### src/rtl/cpu_pkg.sv
// Shared encodings for the simple-RISC controller: FSM states, opcodes,
// RAM commands and datapath select codes.
package cpu_pkg;

  typedef enum logic [4:0] {
    RST, IF1, IF2, UPD, DECODE, WIMM, GETA, GETB, EXEC, CMP, WRD,
    ADDR, LDADDR, MRD1, MRD2, GETRD, STC, MWR, HALT
  } state_t;

  typedef enum logic [1:0] {
    MNONE  = 2'b00,
    MREAD  = 2'b01,
    MWRITE = 2'b10
  } mem_cmd_t;

  // Instruction class latched at DECODE so shared states can branch on it.
  typedef enum logic [3:0] {
    I_NOP, I_MOVI, I_MOVR, I_MVN, I_ADD, I_AND, I_CMP, I_LDR, I_STR, I_HALT
  } inst_t;

  localparam logic [2:0] OPC_MOV  = 3'b110;
  localparam logic [2:0] OPC_ALU  = 3'b101;
  localparam logic [2:0] OPC_LDR  = 3'b011;
  localparam logic [2:0] OPC_STR  = 3'b100;
  localparam logic [2:0] OPC_HALT = 3'b111;

  localparam logic [1:0] OP_MOVR = 2'b00;
  localparam logic [1:0] OP_MOVI = 2'b10;
  localparam logic [1:0] OP_ADD  = 2'b00;
  localparam logic [1:0] OP_CMP  = 2'b01;
  localparam logic [1:0] OP_AND  = 2'b10;
  localparam logic [1:0] OP_MVN  = 2'b11;
  localparam logic [1:0] OP_MEM  = 2'b00;

  localparam logic [2:0] NSEL_NONE = 3'b000;
  localparam logic [2:0] NSEL_RN   = 3'b001;
  localparam logic [2:0] NSEL_RD   = 3'b010;
  localparam logic [2:0] NSEL_RM   = 3'b100;

  localparam logic [1:0] VSEL_MDATA = 2'b00;
  localparam logic [1:0] VSEL_IMM   = 2'b01;
  localparam logic [1:0] VSEL_PC    = 2'b10;
  localparam logic [1:0] VSEL_C     = 2'b11;

  function automatic state_t first_state(input inst_t cls);
    case (cls)
      I_MOVI:                             return WIMM;
      I_MOVR, I_MVN:                      return GETB;
      I_ADD, I_AND, I_CMP, I_LDR, I_STR:  return GETA;
      I_HALT:                             return HALT;
      default:                            return IF1;
    endcase
  endfunction

endpackage

### src/rtl/cpu_ctrl_decode.sv
// Maps the instruction register opcode/op fields to an instruction class and
// to the state that follows DECODE; unknown encodings fall back to NOP.
module cpu_ctrl_decode
  import cpu_pkg::*;
(
  input  logic [2:0] opcode,
  input  logic [1:0] op,
  output inst_t      cls,
  output state_t     next_state
);

  always_comb begin
    cls = I_NOP;
    case (opcode)
      OPC_MOV: begin
        if (op == OP_MOVI)      cls = I_MOVI;
        else if (op == OP_MOVR) cls = I_MOVR;
      end
      OPC_ALU: begin
        case (op)
          OP_ADD:  cls = I_ADD;
          OP_CMP:  cls = I_CMP;
          OP_AND:  cls = I_AND;
          default: cls = I_MVN;
        endcase
      end
      OPC_LDR:  if (op == OP_MEM) cls = I_LDR;
      OPC_STR:  if (op == OP_MEM) cls = I_STR;
      OPC_HALT: cls = I_HALT;
      default:  cls = I_NOP;
    endcase
    next_state = first_state(cls);
  end

endmodule

### src/rtl/cpu_ctrl.sv
// Moore control FSM for the simple-RISC datapath: fetch, PC update, decode,
// then the per-instruction execute sequence; parks in HALT until reset.
module cpu_ctrl
  import cpu_pkg::*;
(
  input  logic       clk,
  input  logic       rst_n,
  input  logic [2:0] opcode,
  input  logic [1:0] op,
  output logic       reset_pc,
  output logic       load_pc,
  output logic       load_ir,
  output logic       load_addr,
  output logic       addr_sel,
  output logic [1:0] mem_cmd,
  output logic [2:0] nsel,
  output logic       write,
  output logic       loada,
  output logic       loadb,
  output logic       loadc,
  output logic       loads,
  output logic       asel,
  output logic       bsel,
  output logic [1:0] vsel,
  output logic       halted
);

  state_t   state, state_next;
  inst_t    cls, cls_dec;
  state_t   dec_next;
  mem_cmd_t mc;

  cpu_ctrl_decode u_decode (
    .opcode     (opcode),
    .op         (op),
    .cls        (cls_dec),
    .next_state (dec_next)
  );

  always_ff @(posedge clk or negedge rst_n) begin
    if (!rst_n) begin
      state <= RST;
      cls   <= I_NOP;
    end else begin
      state <= state_next;
      if (state == DECODE) cls <= cls_dec;
    end
  end

  always_comb begin
    state_next = state;
    case (state)
      RST:    state_next = IF1;
      IF1:    state_next = IF2;
      IF2:    state_next = UPD;
      UPD:    state_next = DECODE;
      DECODE: state_next = dec_next;
      WIMM:   state_next = IF1;
      GETA:   state_next = (cls == I_LDR || cls == I_STR) ? ADDR : GETB;
      GETB:   state_next = (cls == I_CMP) ? CMP : EXEC;
      EXEC:   state_next = WRD;
      CMP:    state_next = IF1;
      WRD:    state_next = IF1;
      ADDR:   state_next = LDADDR;
      LDADDR: state_next = (cls == I_LDR) ? MRD1 : GETRD;
      MRD1:   state_next = MRD2;
      MRD2:   state_next = IF1;
      GETRD:  state_next = STC;
      STC:    state_next = MWR;
      MWR:    state_next = IF1;
      HALT:   state_next = HALT;
      default: state_next = RST;
    endcase
  end

  always_comb begin
    reset_pc  = 1'b0;
    load_pc   = 1'b0;
    load_ir   = 1'b0;
    load_addr = 1'b0;
    addr_sel  = 1'b0;
    mc        = MNONE;
    nsel      = NSEL_NONE;
    write     = 1'b0;
    loada     = 1'b0;
    loadb     = 1'b0;
    loadc     = 1'b0;
    loads     = 1'b0;
    asel      = 1'b0;
    bsel      = 1'b0;
    vsel      = VSEL_MDATA;
    halted    = 1'b0;
    case (state)
      RST: begin
        reset_pc = 1'b1;
        load_pc  = 1'b1;
      end
      IF1: begin
        addr_sel = 1'b1;
        mc       = MREAD;
      end
      IF2: begin
        addr_sel = 1'b1;
        mc       = MREAD;
        load_ir  = 1'b1;
      end
      UPD:  load_pc = 1'b1;
      WIMM: begin
        nsel  = NSEL_RN;
        vsel  = VSEL_IMM;
        write = 1'b1;
      end
      GETA: begin
        nsel  = NSEL_RN;
        loada = 1'b1;
      end
      GETB: begin
        nsel  = NSEL_RM;
        loadb = 1'b1;
      end
      // Single-operand ops (MOV reg, MVN) force A to zero.
      EXEC: begin
        loadc = 1'b1;
        asel  = (cls == I_MOVR || cls == I_MVN);
      end
      CMP:  loads = 1'b1;
      WRD: begin
        nsel  = NSEL_RD;
        vsel  = VSEL_C;
        write = 1'b1;
      end
      ADDR: begin
        bsel  = 1'b1;
        loadc = 1'b1;
      end
      LDADDR: load_addr = 1'b1;
      MRD1:   mc = MREAD;
      MRD2: begin
        mc    = MREAD;
        nsel  = NSEL_RD;
        vsel  = VSEL_MDATA;
        write = 1'b1;
      end
      GETRD: begin
        nsel  = NSEL_RD;
        loadb = 1'b1;
      end
      STC: begin
        asel  = 1'b1;
        loadc = 1'b1;
      end
      MWR:  mc = MWRITE;
      HALT: halted = 1'b1;
      default: ;
    endcase
  end

  assign mem_cmd = mc;

endmodule
### config.mk
export PLATFORM = sky130hd
export DESIGN_NAME = cpu_ctrl
export DESIGN_NICKNAME = d
export VERILOG_FILES = /design/src/rtl/cpu_pkg.sv /design/src/rtl/cpu_ctrl_decode.sv /design/src/rtl/cpu_ctrl.sv
export SDC_FILE = /design/constraint.sdc
export NUM_CORES = 1
export LEC_CHECK = 0
export BUFFER_PORTS_ARGS = -buffer_cell sky130_fd_sc_hd__buf_4
export CAP_MARGIN = 20
export CORE_UTILIZATION = 45
export CTS_CLUSTER_SIZE = 10
export DETAILED_ROUTE_END_ITERATION = 12
export GPL_ROUTABILITY_DRIVEN = 0
export PLACE_DENSITY = 0.72
export SETUP_SLACK_MARGIN = 0.3
export SLEW_MARGIN = 40
export SYNTH_ARGS = -nofsm -noshare
export SYNTH_HDL_FRONTEND = slang
export SYNTH_SLANG_ARGS = --single-unit
### constraint.sdc
create_clock -name clk -period 3.5 [get_ports clk]
set_input_delay 0.7 -clock clk [delete_from_list [all_inputs] [get_ports clk]]
set_output_delay 0.7 -clock clk [all_outputs]
set_load 0.01 [all_outputs]
Word level (Yosys, flattened, before mapping)
Memory sizes are Yosys's and may differ from the RTL's.
Index checks and enable logic that the tools add are counted.
Cells by class
  mux-type cells: 26
  reductions and logical operators: 13
  eq/ne operators: 30
Operator list (count)
  5-bit case mux with 14 select lines: 1
  5-bit by 4-bit equality test with 1-bit output, second input constant: 8
  5-bit by 3-bit equality test with 1-bit output, second input constant: 4
  4-bit case mux with 5 select lines: 1
  3-bit case mux with 3 select lines: 2
  5-bit equality test, second input constant: 3
  1-bit two-way mux: 13
  3-bit equality test, second input constant: 4
  4-bit two-way mux: 3
  5-bit by 2-bit equality test with 1-bit output, second input constant: 2
  3-bit OR reduction: 3
  4-bit by 2-bit equality test with 1-bit output, second input constant: 2
  4-bit by 3-bit equality test with 1-bit output, second input constant: 2
  2-bit case mux with 2 select lines: 2
  2-bit OR reduction: 4
  6-bit OR reduction: 1
  5-bit by 1-bit equality test with 1-bit output, second input constant: 1
  5-bit logical NOT: 1
  4-bit equality test, second input constant: 1
  2-bit two-way mux: 2
  4-bit OR reduction: 1
  3-bit by 2-bit equality test with 1-bit output, second input constant: 1
  3-bit two-way mux: 1
  2-bit by 1-bit equality test with 1-bit output, second input constant: 1
  other kinds (4): 5
Storage, ports and cells
  ROM bits: 64
  word-level logic and storage cells: 72
  output and inout bits: 20
  bits of input ports: 7
  memories kept: 1
  register bits after elaboration: 9
Memories
  (no name shown): depth 16, width 4, read ports 1, clocked after memory_dff 0, wr ports 0, RTL line cpu_pkg.sv:46  | case (cls)

Depth between registers and ports, before layout
Gate-level depths: netlist of the first run.
An unclocked memory read counts as a cell.
  depth after elaboration: 6
  mapped depth: 7
  gate-level depth less buffers: 5

Hierarchy
Synthesis of the first run repeated with hierarchy kept, for this count alone.
Second synthesis, totals
  cell total of the unflattened synthesis: 141
  area, all modules: 1027.2 µm²
By module, submodules not included
  cpu_ctrl: instances 1, area each 814.5 µm², cells each 105, sequential area each 225.2 µm²
  cpu_ctrl_decode: instances 1, area each 212.7 µm², cells each 36, sequential area each 0.0 µm²

Worst setup path before layout of the first run
Ideal clock, no wire load.
  path kind: reg2out
  start point: register state[0]
  end point: output port mem_cmd[0]
  cell stages (with the launch flop): 6
  path slack: 1.479 ns
  path buffers: 1
  arrival time: 1.321 ns
  required time: 2.800 ns
  cell sequence: dfrtp_1 > clkbuf_1 > inv_2 > nor2_1 > nor2_1 > nor3b_1
Between the ends
  cells in the longest elaborated chain, start to end: 3
  elaborated cells on any way between the ends: 7
  classes of those cells: eq/ne: 5; mux: 1; reduce/logical: 1
RTL lines
  from (decl): RTL line cpu_ctrl.sv:28  | state_t state, state_next;
  from (signal assigned): RTL line cpu_ctrl.sv:45  | state <= state_next;
  5-bit by 4-bit equality test with 1-bit output, or another cell as far along: RTL line cpu_ctrl.sv:93  | case (state)
  4-bit OR reduction (no source line)
  2-bit case mux with 2 select lines (*): RTL line cpu_ctrl.sv:93
  to (decl): RTL line cpu_ctrl.sv:15  | output logic [1:0] mem_cmd,
Every way passes the cells marked *; elsewhere a longest branch is shown, timed or not.

Worst setup path in the final report of the first run
  start point: register state[1]
  end point: output port mem_cmd[0]
The elaborated chain is that of the path after synthesis.

==> run_results.csv, run 1 <==
group,metric,value,unit
synth,synth_edf_count,0,
sta,period_share,0.715,
power,clkPwrFrac,0.095,
layout,final_net_count,150,
worst_setup_path,crit_family,"simple AND/OR/NAND/NOR gates",
worst_setup_path,critPathLaunch,"state[1]",
placed_design,place_area,1050,sq um
sta,fin_ws,996,ps
worst_setup_path,cp_slowest_stage_delay,640,ps
layout,design_area,1080,sq um
global_routing,grt_first_pass_wirelength,3540,um
clocking,cts_tree,"done",
sta,slew_headroom,0.648,
global_routing,grt.busiest_layer,"met2",
placed_design,place_hpwl,1590,um
routing,antenna_left,0,
power,p_switching,392,uW
floorplan,dieHeight,46.0,um
worst_setup_path,worstPathArrival,1800,ps
sta,fin_hold_ws,252,ps
clocking,post_cts_buffers,0,
layout,fill_cells,174,
clocking,cts-resized-gates,0,
clocking,cts_buffers,3,
synth,ys.flop_type,"dfrtp_1",
outcome,status,"completed",
global_routing,grt_max_degree,20,
floorplan,rows,15,
sta,hold_violations,0,
sta,rsz0062_at_grt,"false",
synth,syn_avg_cell_area,7.20,sq um
sta,fin_skew,3.91,ps
floorplan,io-pin-count,27,
global_routing,grt.overflow.total,0,
sta,finalSetupViolations,0,
sta,fmax,399,MHz
routing,drt_iter0_markers,26,
synth,synth_area,871,sq um
clocking,cts_max_level,1,
routing,wl_per_cell,12.7,um
synth,ys_ff_latch,9,
global_routing,grt_pass1_vias,832,
layout,layout_common_cells,"26 x buf_4, 15 x nor2_1, 14 x nand2_1",
power,leakage,0.491,nW
synth,ys_warn_count,0,
routing,viasPerCell,5.75,
power,p_total,807,uW
clocking,cts_sinks,9,
power,p_per_area,750,nW/um^2
sta,setup-tns-final,0,ps
routing,routed-via-count,961,
routing,dr.pass1.iters,4,
sta,maxSlewViolCount,0,
clocking,cts_hold_buf,0,
worst_setup_path,critPathMaxFanout,18,
layout,n_antenna_cell,0,
floorplan,core-area,1760,sq um
synth,synthCells,121,
synth,async_reset_ff_frac,1.00,
clocking,root_buffer,"clkbuf_4",
power,ir_worst_vdd,0.413,mV
worst_setup_path,path_class,"register to primary output",
global_routing,track_usage,0.230,
placed_design,dpl_worst_slack,1330,ps
global_routing,grt_util_met2,0.349,
job,maxCapViolCount,0,
placed_design,dp_cells,163,
power,comb_power_share,0.603,
power,p_int,415,uW
layout,syn_to_final_growth,23.6,%
floorplan,start_util,0.494,
placed_design,port_buffers,26,
layout,layout_commonest_cell,"buf_4",
synth,synth_cell_types,44,
synth,syn-num-nets,128,
layout,final_core_util,0.610,
routing,drc_errors,0,
worst_setup_path,path_cells,"nor2b_1 -> nor2_1 -> nor3b_1 -> buf_4",
worst_setup_path,required,2800,ps
worst_setup_path,start_kind,"register",
layout,drive_gt1_frac,0.254,
synth,ys_seq_area_frac,0.259,
clocking,clk_latency,260,ps
global_routing,antenna_found_initial,0,
worst_setup_path,critical_path_buf_inv_count,1,
clocking,cts_buffer_depth,2,
power,swShare,0.485,
worst_setup_path,crit_slowest_cell,"dfrtp_1",
worst_setup_path,end_kind,"primary output",
global_routing,met3_usage,0.0476,
hold_path,hold_path.class,"primary input to asynchronous set/reset pin",
sta,worst_slew_pin_slew,529,ps
routing,routed_wl,2120,um
layout,fin_cells,167,
floorplan,dieArea,2120,sq um
global_routing,grt_util_met1,0.320,
clocking,cts.reportedPaths.clkPinSlew,60,ps
floorplan,die_w,46.0,um
sta,fin_crit,2500,ps
power,seqPwrFrac,0.301,
worst_setup_path,worstReg2RegStart,"state[2]",
## routing by layer
layer | wire (um) | up-vias
met5 | 0 | -
met4 | 12 | 0
met3 | 117 | 2
li1 | - | 480
met2 | 1010 | 33
met1 | 981 | 446
## flip-flops by register name (all words and copies together) (netlist names)
name   flops
state      5
cls        4
## worst reg2reg max path: stages, from the launching register on
cell and delay [ps]:
dfrtp_1 670, or3b_4 480, nand2b_4 210, nand2b_1 180
a31o_1 200, nand3_1 60
## Yosys cell counts (2+ instances only)
| library cell | count | share of area |
|---|---|---|
| nor2_1 | 15 | 0.065 |
| nand2_1 | 14 | 0.060 |
| dfrtp_1 | 9 | 0.26 |
| a21oi_1 | 6 | 0.034 |
| nor3_1 | 6 | 0.034 |
| clkbuf_1 | 5 | 0.022 |
| nand3_1 | 5 | 0.029 |
| nand2b_1 | 4 | 0.029 |
| o21ai_1 | 4 | 0.023 |
| a31oi_1 | 3 | 0.022 |
| and3_1 | 3 | 0.022 |
| inv_1 | 3 | 0.013 |
| nor2b_1 | 3 | 0.022 |
| nor4_1 | 3 | 0.022 |
| buf_2 | 2 | 0.011 |
| nand3b_1 | 2 | 0.017 |
| nand4_1 | 2 | 0.014 |
| nor3_2 | 2 | 0.023 |
| o21ai_0 | 2 | 0.011 |
| o22ai_1 | 2 | 0.014 |
| o31ai_1 | 2 | 0.017 |
| or3_1 | 2 | 0.014 |
## cell type report
class	count	area, sq um	area share
Clock buffer	4	26.3	0.0244
Inverter	4	15.0	0.0140
Multi-Input combinational cell	99	583	0.542
Sequential cell	9	225	0.209
Tap cell	25	31.3	0.0291
Timing Repair Buffer	26	195	0.181
## final timing paths
check                             endpoint  slack [ps]  depth (start not counted)
worst max-delay path            mem_cmd[0]        1000                          4
worst min-delay path                cls[0]         250                          1
worst max register to register    state[2]        1640                          5
worst min register to register      cls[3]         520                          1
max in group asynchronous         state[1]        3110                          1
min in group clk                    cls[3]         520                          1
## power groups by stage
stage          Sequential (mW)  Clock [mW]  Combinational (mW)
2_1_floorplan            0.162           0               0.412
3_3_place_gp             0.241           0               0.485
3_5_place_dp             0.243           0               0.484
4_1_cts                  0.240      0.0793               0.486
5_1_grt                  0.253      0.0885               0.536
6_report                 0.243      0.0769               0.487
## logic make-up (layout without fill, tap and decap cells)
logic type      count (synthesis)  in the layout  share of synthesized area
simple gates                   70             70                      0.448
compound gates                 28             28                      0.211
buf+inv                        13             34                     0.0718
flops                           9              9                      0.259
xor+xnor                        1              1                     0.0101
Note: power is estimated with default switching activity, not from simulation.
==> inputs of run 2 (changes only) <==
==> constraint.sdc (replaced) <==
create_clock -name clk -period 2.5 [get_ports clk]
set_input_delay 0.5 -clock clk [delete_from_list [all_inputs] [get_ports clk]]
set_output_delay 0.5 -clock clk [all_outputs]
set_load 0.01 [all_outputs]
==> run 2 against run 1 <==
Critical path depth up 1. Critical endpoint is now vsel[0]. Critical path type unchanged. Design area rose by 4.1%. Flip-flop and latch count unchanged.
==> run_results.csv, run 2 (synthesis results as in run 1) <==
group,metric,value,unit
clocking,clk_latency,260,ps
sta,setup-tns-final,0,ps
sta,fin_crit,2110,ps
routing,routed_wl,2160,um
sta,worst_slew_pin_slew,455,ps
layout,n_antenna_cell,0,
worst_setup_path,start_kind,"register",
routing,wl_per_cell,12.6,um
worst_setup_path,cp_slowest_stage_delay,480,ps
worst_setup_path,r2r_setup_slack,740,ps
power,p_total,1.19,mW
sta,fin_ws,391,ps
layout,regMostFlops,"state",
sta,rsz0062_at_grt,"false",
hold_path,hold_path.class,"primary input to asynchronous set/reset pin",
floorplan,core-area,1760,sq um
global_routing,grt.overflow.total,0,
routing,antenna_left,0,
layout,syn_to_final_growth,28.6,%
clocking,cts_max_level,1,
layout,drive_gt1_frac,0.329,
sta,finalSetupViolations,0,
global_routing,track_usage,0.230,
routing,drc_errors,0,
sta,slew_headroom,0.695,
worst_setup_path,end_kind,"primary output",
worst_setup_path,r2r_end,"state[2]",
power,p_per_area,1070,nW/um^2
worst_setup_path,worstRegToRegCells,6,
routing,dr.pass1.iters,4,
clocking,cts_hold_buf,0,
sta,fin_skew,4.38,ps
clocking,cts_sinks,9,
clocking,cts_tree,"done",
clocking,cts_buffer_depth,2,
sta,fmax,474,MHz
global_routing,antenna_found_initial,0,
clocking,root_buffer,"clkbuf_4",
layout,final_net_count,154,
clocking,cts_buffers,3,
layout,largest_reg_flops,5,
worst_setup_path,worstReg2RegStart,"state[2]",
worst_setup_path,crit_slowest_cell,"dfrtp_2",
sta,period_share,0.844,
sta,maxSlewViolCount,0,
worst_setup_path,required,2000,ps
layout,layout_commonest_cell,"buf_4",
job,maxCapViolCount,0,
routing,viasPerCell,5.63,
floorplan,dieHeight,46.0,um
routing,routed-via-count,963,
worst_setup_path,critPathMaxFanout,10,
floorplan,rows,15,
routing,drt_iter0_markers,20,
global_routing,grt_max_degree,20,
worst_setup_path,critPathLaunch,"state[0]",
worst_setup_path,path_cells,"inv_2 -> nand2_1 -> or3_1 -> a21oi_1 -> buf_4",
power,leakage,0.505,nW
worst_setup_path,worstPathArrival,1610,ps
layout,layout_common_cells,"30 x buf_4, 14 x nand2_1, 13 x nor2_1",
outcome,status,"completed",
floorplan,dieArea,2120,sq um
layout,top_regs,"state (5), cls (4)",
clocking,cts.reportedPaths.clkPinSlew,60,ps
sta,hold_violations,0,
sta,fin_hold_ws,54.2,ps
placed_design,place_hpwl,1590,um
global_routing,grt_first_pass_wirelength,3540,um
placed_design,port_buffers,26,
layout,fill_cells,167,
floorplan,start_util,0.494,
power,ir_worst_vdd,0.598,mV
layout,final_core_util,0.635,
worst_setup_path,path_class,"register to primary output",
global_routing,grt_pass1_vias,832,
placed_design,dpl_worst_slack,526,ps
floorplan,die_w,46.0,um
floorplan,io-pin-count,27,
run 2: cell count changes in the layout (fill, tap and decap cells not counted), sizes merged:
cell	change
buf	+4
run 2: repair_timing:
action / 4_1_cts / 5_1_grt
endpoints found under the setup margin: 2 / 10
gates resized for setup: 2 / 6
gates cloned: 0 / 0
buffers inserted: 0 / 4
run 2: how the worst max path moves through the flow:
stage / to / slack (ps) / cells past startpoint
final: vsel[0] / 390 / 5
after global routing: vsel[0] / 310 / 5
after CTS: load_pc / 310 / 3
after detailed placement: mem_cmd[0] / 530 / 4
after global placement: asel / 550 / 5
after floorplan: mem_cmd[0] / 680 / 5
run 2: routing by layer:
layer,share of wire,GRT usage
met5,0,0
met1,0.47,0.320
met3,0.050,0.0476
met2,0.48,0.349
met4,0.0056,0.0824
run 2: cell type report:
cell class / instances / area [sq um] / area share
tap: 25 / 31.3 / 0.0279
inverter: 4 / 15.0 / 0.0134
clock buffer: 4 / 26.3 / 0.0235
timing repair buffer: 30 / 225 / 0.201
multi-input combinational: 99 / 591 / 0.527
sequential: 9 / 231 / 0.207
run 2: through the flow:
| step | std cells | cell area [sq um] |
|---|---|---|
| after detailed placement | 163 | 1050 |
| after CTS | 167 | 1080 |
| after floorplan | 121 | 871 |
| final | 171 | 1120 |
| after global routing | 171 | 1120 |
| after global placement | 163 | 1050 |
run 2: worst max-delay path, delay by kind of cell, from the launching register on:
family,cells,cell delay (ps)
AOI/OAI and AO/OA,1,150
DFF,1,480
buffers and inverters,2,280
and+or+nand+nor,2,430
run 2: power breakdown:
part           total, mW  switching [mW]  internal, mW
Clock              0.107          0.0463        0.0612
Combinational      0.746           0.383         0.364
Sequential         0.339           0.134         0.205
Total               1.19           0.563         0.630
